$ cat config.mk
export PLATFORM = sky130hd
export DESIGN_NAME = expansion_scheduler
export DESIGN_NICKNAME = d
export VERILOG_FILES = /design/src/rtl/expansion_scheduler.sv
export SDC_FILE = /design/constraint.sdc
export NUM_CORES = 1
export LEC_CHECK = 0
export BUFFER_PORTS_ARGS = -buffer_cell sky130_fd_sc_hd__buf_2
export CORE_ASPECT_RATIO = 1.2
export CORE_MARGIN = 2
export CORE_UTILIZATION = 53
export CTS_CLUSTER_DIAMETER = 200
export DETAILED_ROUTE_END_ITERATION = 6
export GPL_ROUTABILITY_DRIVEN = 0
export PLACE_DENSITY = 0.85
export SYNTH_ARGS = -nofsm -noshare
export SYNTH_HDL_FRONTEND = slang
export SYNTH_SLANG_ARGS = --single-unit
$ cat constraint.sdc
create_clock -name clk -period 2.5 [get_ports clk]
set_clock_uncertainty 0.15 [all_clocks]
set_input_delay 0.375 -clock clk [delete_from_list [all_inputs] [get_ports clk]]
set_output_delay 0.375 -clock clk [all_outputs]
set_load 0.01 [all_outputs]
$ cat src/rtl/expansion_scheduler.sv
// Schedules shift-register expansion transfers: arbitrates two writers into the
// output image, launches transfers on change or periodic refresh, and captures inputs.
module expansion_scheduler #(
    parameter int WIDTH   = 8,
    parameter int REFRESH = 13500,
    parameter int TIMEOUT = 4096
) (
    input  logic             clk,
    input  logic             rst,
    input  logic             req0,
    input  logic             req1,
    input  logic [WIDTH-1:0] mask0,
    input  logic [WIDTH-1:0] mask1,
    input  logic [WIDTH-1:0] data0,
    input  logic [WIDTH-1:0] data1,
    output logic             ack0,
    output logic             ack1,
    output logic [WIDTH-1:0] out_image,
    output logic [WIDTH-1:0] in_image,
    output logic [WIDTH-1:0] in_changed,
    output logic             in_valid,
    output logic             err,
    output logic             xfer_start,
    output logic [WIDTH-1:0] xfer_dout,
    input  logic             xfer_busy,
    input  logic             xfer_done,
    input  logic [WIDTH-1:0] xfer_din
);

    typedef enum logic [1:0] {IDLE, START, WAIT, CAPTURE} state_t;

    localparam int RCW = (REFRESH > 1) ? $clog2(REFRESH) : 1;
    localparam int TCW = (TIMEOUT > 1) ? $clog2(TIMEOUT) : 1;
    localparam logic [RCW-1:0] REFRESH_LAST  = (REFRESH > 0) ? RCW'(REFRESH - 1) : '0;
    localparam logic [RCW-1:0] REFRESH_FIRST = (REFRESH > 1) ? RCW'(1) : '0;
    localparam logic [TCW-1:0] TIMEOUT_LAST  = (TIMEOUT > 0) ? TCW'(TIMEOUT - 1) : '0;

    state_t           state, state_next;
    logic             last_grant;
    logic             dirty;
    logic             refresh_pend;
    logic [RCW-1:0]   refresh_cnt, refresh_cnt_next;
    logic [TCW-1:0]   timeout_cnt;
    logic [WIDTH-1:0] latched_din;
    logic             elig0, elig1, accept0, accept1;
    logic             timeout_hit;

    // A requester whose ack is showing is still holding req; exclude it that cycle.
    always_comb begin
        elig0   = req0 & ~ack0;
        elig1   = req1 & ~ack1;
        accept0 = elig0 & (~elig1 | last_grant);
        accept1 = elig1 & (~elig0 | ~last_grant);
    end

    always_comb begin
        state_next  = state;
        xfer_start  = 1'b0;
        timeout_hit = 1'b0;
        case (state)
            IDLE:    if ((dirty | refresh_pend) & ~xfer_busy) state_next = START;
            START: begin
                xfer_start = 1'b1;
                state_next = WAIT;
            end
            WAIT: begin
                if (xfer_done) begin
                    state_next = CAPTURE;
                end else if (timeout_cnt == TIMEOUT_LAST) begin
                    timeout_hit = 1'b1;
                    state_next  = IDLE;
                end
            end
            CAPTURE: state_next = IDLE;
            default: state_next = IDLE;
        endcase
    end

    always_comb begin
        refresh_cnt_next = (refresh_cnt == REFRESH_LAST) ? refresh_cnt : refresh_cnt + 1'b1;
    end

    always_ff @(posedge clk) begin
        if (rst) begin
            state        <= IDLE;
            out_image    <= '0;
            xfer_dout    <= '0;
            in_image     <= '0;
            in_changed   <= '0;
            in_valid     <= 1'b0;
            ack0         <= 1'b0;
            ack1         <= 1'b0;
            err          <= 1'b0;
            refresh_cnt  <= '0;
            refresh_pend <= 1'b0;
            last_grant   <= 1'b1;
            dirty        <= 1'b1;
            timeout_cnt  <= '0;
            latched_din  <= '0;
        end else begin
            state <= state_next;
            ack0  <= accept0;
            ack1  <= accept1;

            if (accept0) begin
                out_image  <= (out_image & ~mask0) | (data0 & mask0);
                last_grant <= 1'b0;
            end else if (accept1) begin
                out_image  <= (out_image & ~mask1) | (data1 & mask1);
                last_grant <= 1'b1;
            end

            if (accept0 | accept1)  dirty <= 1'b1;
            else if (state == START) dirty <= 1'b0;
            else if (timeout_hit)    dirty <= 1'b1;

            if (state == START) begin
                xfer_dout   <= out_image;
                timeout_cnt <= '0;
            end else if (state == WAIT) begin
                timeout_cnt <= timeout_cnt + 1'b1;
            end

            if (timeout_hit) err <= 1'b1;
            if ((state == WAIT) && xfer_done) latched_din <= xfer_din;

            // in_valid is registered so it lines up with the new in_image/in_changed.
            in_valid <= (state == CAPTURE);
            if (state == CAPTURE) begin
                in_changed <= latched_din ^ in_image;
                in_image   <= latched_din;
            end

            // The START cycle counts as cycle zero, so refresh starts recur every REFRESH cycles.
            if (REFRESH == 0) begin
                refresh_cnt  <= '0;
                refresh_pend <= 1'b0;
            end else if (state == START) begin
                refresh_cnt  <= REFRESH_FIRST;
                refresh_pend <= 1'b0;
            end else begin
                refresh_cnt <= refresh_cnt_next;
                if (refresh_cnt_next == REFRESH_LAST) refresh_pend <= 1'b1;
            end
        end
    end

endmodule

==> out/metrics.csv <==
stage,metric,value,unit
synth,ys_ff_latch,75,
worst_setup_path,cp_slowest_cell,or4_1,
worst_setup_path,path_cells,"ha_1, nand3_1, or4_1, a32oi_1, o311ai_0, o21ai_2",
grt,grt_max_degree,50,
grt,overflow,0,
worst_setup_path,start_kind,register,
drt,drc,0,
clock_tree,clk_latency,340,ps
clock_tree,cts_hold_buf,0,
grt,grt_pass1_vias,2876,
power,ir_drop,0.3714,mV
sta,slew_viol_final,0,
grt,antenna_found_initial,0,
clock_tree,cts-root-buf,clkbuf_8,
worst_setup_path,worstPathArrival,2360,ps
worst_setup_path,r2r_setup_slack,270,ps
synth,synth_top_cell_area_share,43.51,%
worst_setup_path,criticalPathCategory,reg -> reg,
worst_setup_path,max_stage_delay,550,ps
synth,synth_area_leaders,"dfxtp_1 (44%), nand2_1 (6.7%), a21oi_1 (5.4%), xnor2_1 (5.3%), nor2_1 (4.9%)",
layout,synthToLayoutAreaGrowth,18.35,%
power,swShare,26.04,%
status,status,completed,
drt,drtIter0Drc,156,
sta,hold_viol_final,0,
sta,tns,0,ps
flow_run,cap_violations,0,
drt,drt_wl_total,7.520,mm
placement,dpl.hpwl,5.602,mm
synth,synth_cells,410,
worst_setup_path,cp-end-kind,register,
worst_setup_path,path_max_fanout,9,
power,switching_power,648.4,uW
layout,drive_gt1_share,23.47,%
clock_tree,post-cts-setup-buffer-count,0,
sta,timing.final.crit_share,89.24,%
synth,ys_types,49,
clock_tree,cts_tree,done,
clock_tree,post_cts_resize_count,0,
synth,ys_seq_area_share,43.51,%
clock_tree,cts_buffers,9,
die,io_pins,83,
clock_tree,htreeDepth,3,
synth,syn_area_per_cell,8.417,um2
sta,rsz0062_at_grt,no,
die,die_y,92.39,um
placement,portBuffers,82,
synth,yosys_warnings,0,
die,std_cell_rows,32,
synth,syn_nets,458,
clock_tree,clk_pin_slew,90,ps
grt,grt_pass1_wl,12.53,mm
die,core,0.006366,mm2
drt,first_pass_iters,4,
synth,syn_area,0.003451,mm2
worst_setup_path,cp.required,2630,ps
power,p_clk_share,38.4,%
die,dieArea,0.007175,mm2
drt,num_vias,3072,
power,pwr_density_cell,609.7,mW/mm2
drt,wl_per_cell,13.08,um
power,p_comb_share,10.5,%
sta,fmax,0.4482,GHz
sta,setup_violations,0,
die,initial_utilization,54.21,%
drt,postRouteAntennaNets,0,
hold_path,hold_class,in -> reg,
clock_tree,cts_sinks,75,
layout,final_core_util,64.15,%
sta,tightest_slew,485.8,ps
layout,finish.net_count,533,
power,seqPwrFrac,51.1,%
grt,track_usage,21.43,%
clock_tree,ctsLongestPathBuffers,2,
sta,relSlewSlack,67.62,%
sta,fin_crit,2231,ps
power,power.internal,1.842,mW
layout,diodes,0,
drt,via_per_inst,5.343,
synth,synth_area_leader_cell,dfxtp_1,
die,die_w,77.66,um
power,power_leakage,1.572,nW
-- synthesized netlist by cell type (all sizes together) --
cell type	instances
dfxtp	75
nand2	62
nor2	45
a21oi	37
xnor2	21
nand3	20
clkbuf	18
a211oi	16
inv	16
a22oi	9
a311oi	9
buf	9
xor2	9
nand4	8
nor3	5
o21ai	5
and2	3
and3	3
nand3b	3
nor2b	3
nor4	3
or3	3
a211o	2
a32oi	2
and4	2
clkinv	2
ha	2
mux2i	2
nand2b	2
nand4b	2
or4	2
a221o	1
and2b	1
and4b	1
mux2	1
nor3b	1
o211ai	1
o21a	1
o311ai	1
or2	1
or4b	1
-- cell families (layout without fill, tap and decap cells) --
family	Yosys count	count (layout)	synth area share, %
DFF	75	75	43.51
muxes	3	3	1.015
xor gates and xnor gates	30	30	7.614
adders and majority gates	2	2	0.7250
AOI/OAI and AO/OA	84	84	15.95
and+or+nand+nor	171	171	24.55
buffers and inverters	45	125	6.635
-- layer usage --
layer / track usage [%] / up-vias / routed length [um]
met5: 0 / - / 0
met4: 8.780 / 0 / 151
met3: 4.678 / 17 / 386
met2: 37.93 / 100 / 3824
met1: 24.83 / 1387 / 3157
li1: - / 1568 / -
-- per-stage QoR --
step	instances	instance area (um2)	setup WS (ps)	hold WS [ps]	power, mW
final	575	4084	268.9	133.9	2.490
after global routing	575	4084	80.51	138.0	2.597
after CTS	575	4084	282.0	125.1	2.500
after detailed placement	559	3875	285.9	299.9	1.561
after global placement	559	3875	412.7	290.0	1.547
after floorplan	410	3451	486.4	283.2	1.454
-- cells in the final DEF (no fill, tap or decap), types with 4 or more instances in the layout --
cell type	Yosys	routed
a211oi_1	16	16
a21oi_1	37	37
a22oi_1	9	9
a311oi_1	9	9
buf_2	3	82
buf_4	0	9
clkbuf_8	1	10
dfxtp_1	75	75
inv_1	16	16
nand2_1	62	62
nand3_1	20	20
nand4_1	6	6
nor2_1	45	45
nor3_1	5	5
o21ai_0	4	4
xnor2_1	21	21
xor2_1	9	9
-- worst paths after layout --
| check | start | to | cells after the start |
|---|---|---|---|
| max | refresh_cnt[0]$_SDFF_PP0_ | refresh_pend$_SDFFE_PP0N_ | 6 |
| min | xfer_din[5] | latched_din[5]$_SDFFE_PP0P_ | 3 |
| max reg2reg | refresh_cnt[0]$_SDFF_PP0_ | refresh_pend$_SDFFE_PP0N_ | 6 |
| min reg2reg | err$_SDFFE_PP0P_ | err$_SDFFE_PP0P_ | 2 |
-- worst max-delay path, delay by kind of cell (launching register included) --
family	cells	cell delay [ps]
flip-flops	1	530
AO/OA/AOI/OAI	3	550
adder cells (fa/ha/maj)	1	230
AND/OR/NAND/NOR	2	720
-- final cells by class --
cell class / instances / area [um2]
tap: 85 / 106.4
clock buffer: 10 / 137.6
sequential: 75 / 1501
fill: 496 / 2282
inverter: 18 / 68.82
timing repair buffer: 91 / 478.0
multi-input combinational: 290 / 1720
clock inverter: 6 / 71.32
-- power by group through the flow --
stage | clock [mW] | combinational [mW] | sequential [mW]
2_1_floorplan | 0 | 0.156 | 1.30
3_3_place_gp | 0 | 0.251 | 1.30
3_5_place_dp | 0 | 0.262 | 1.30
4_1_cts | 0.967 | 0.263 | 1.27
5_1_grt | 1.03 | 0.292 | 1.28
6_report | 0.957 | 0.261 | 1.27
(Power assumes the default switching activity.)
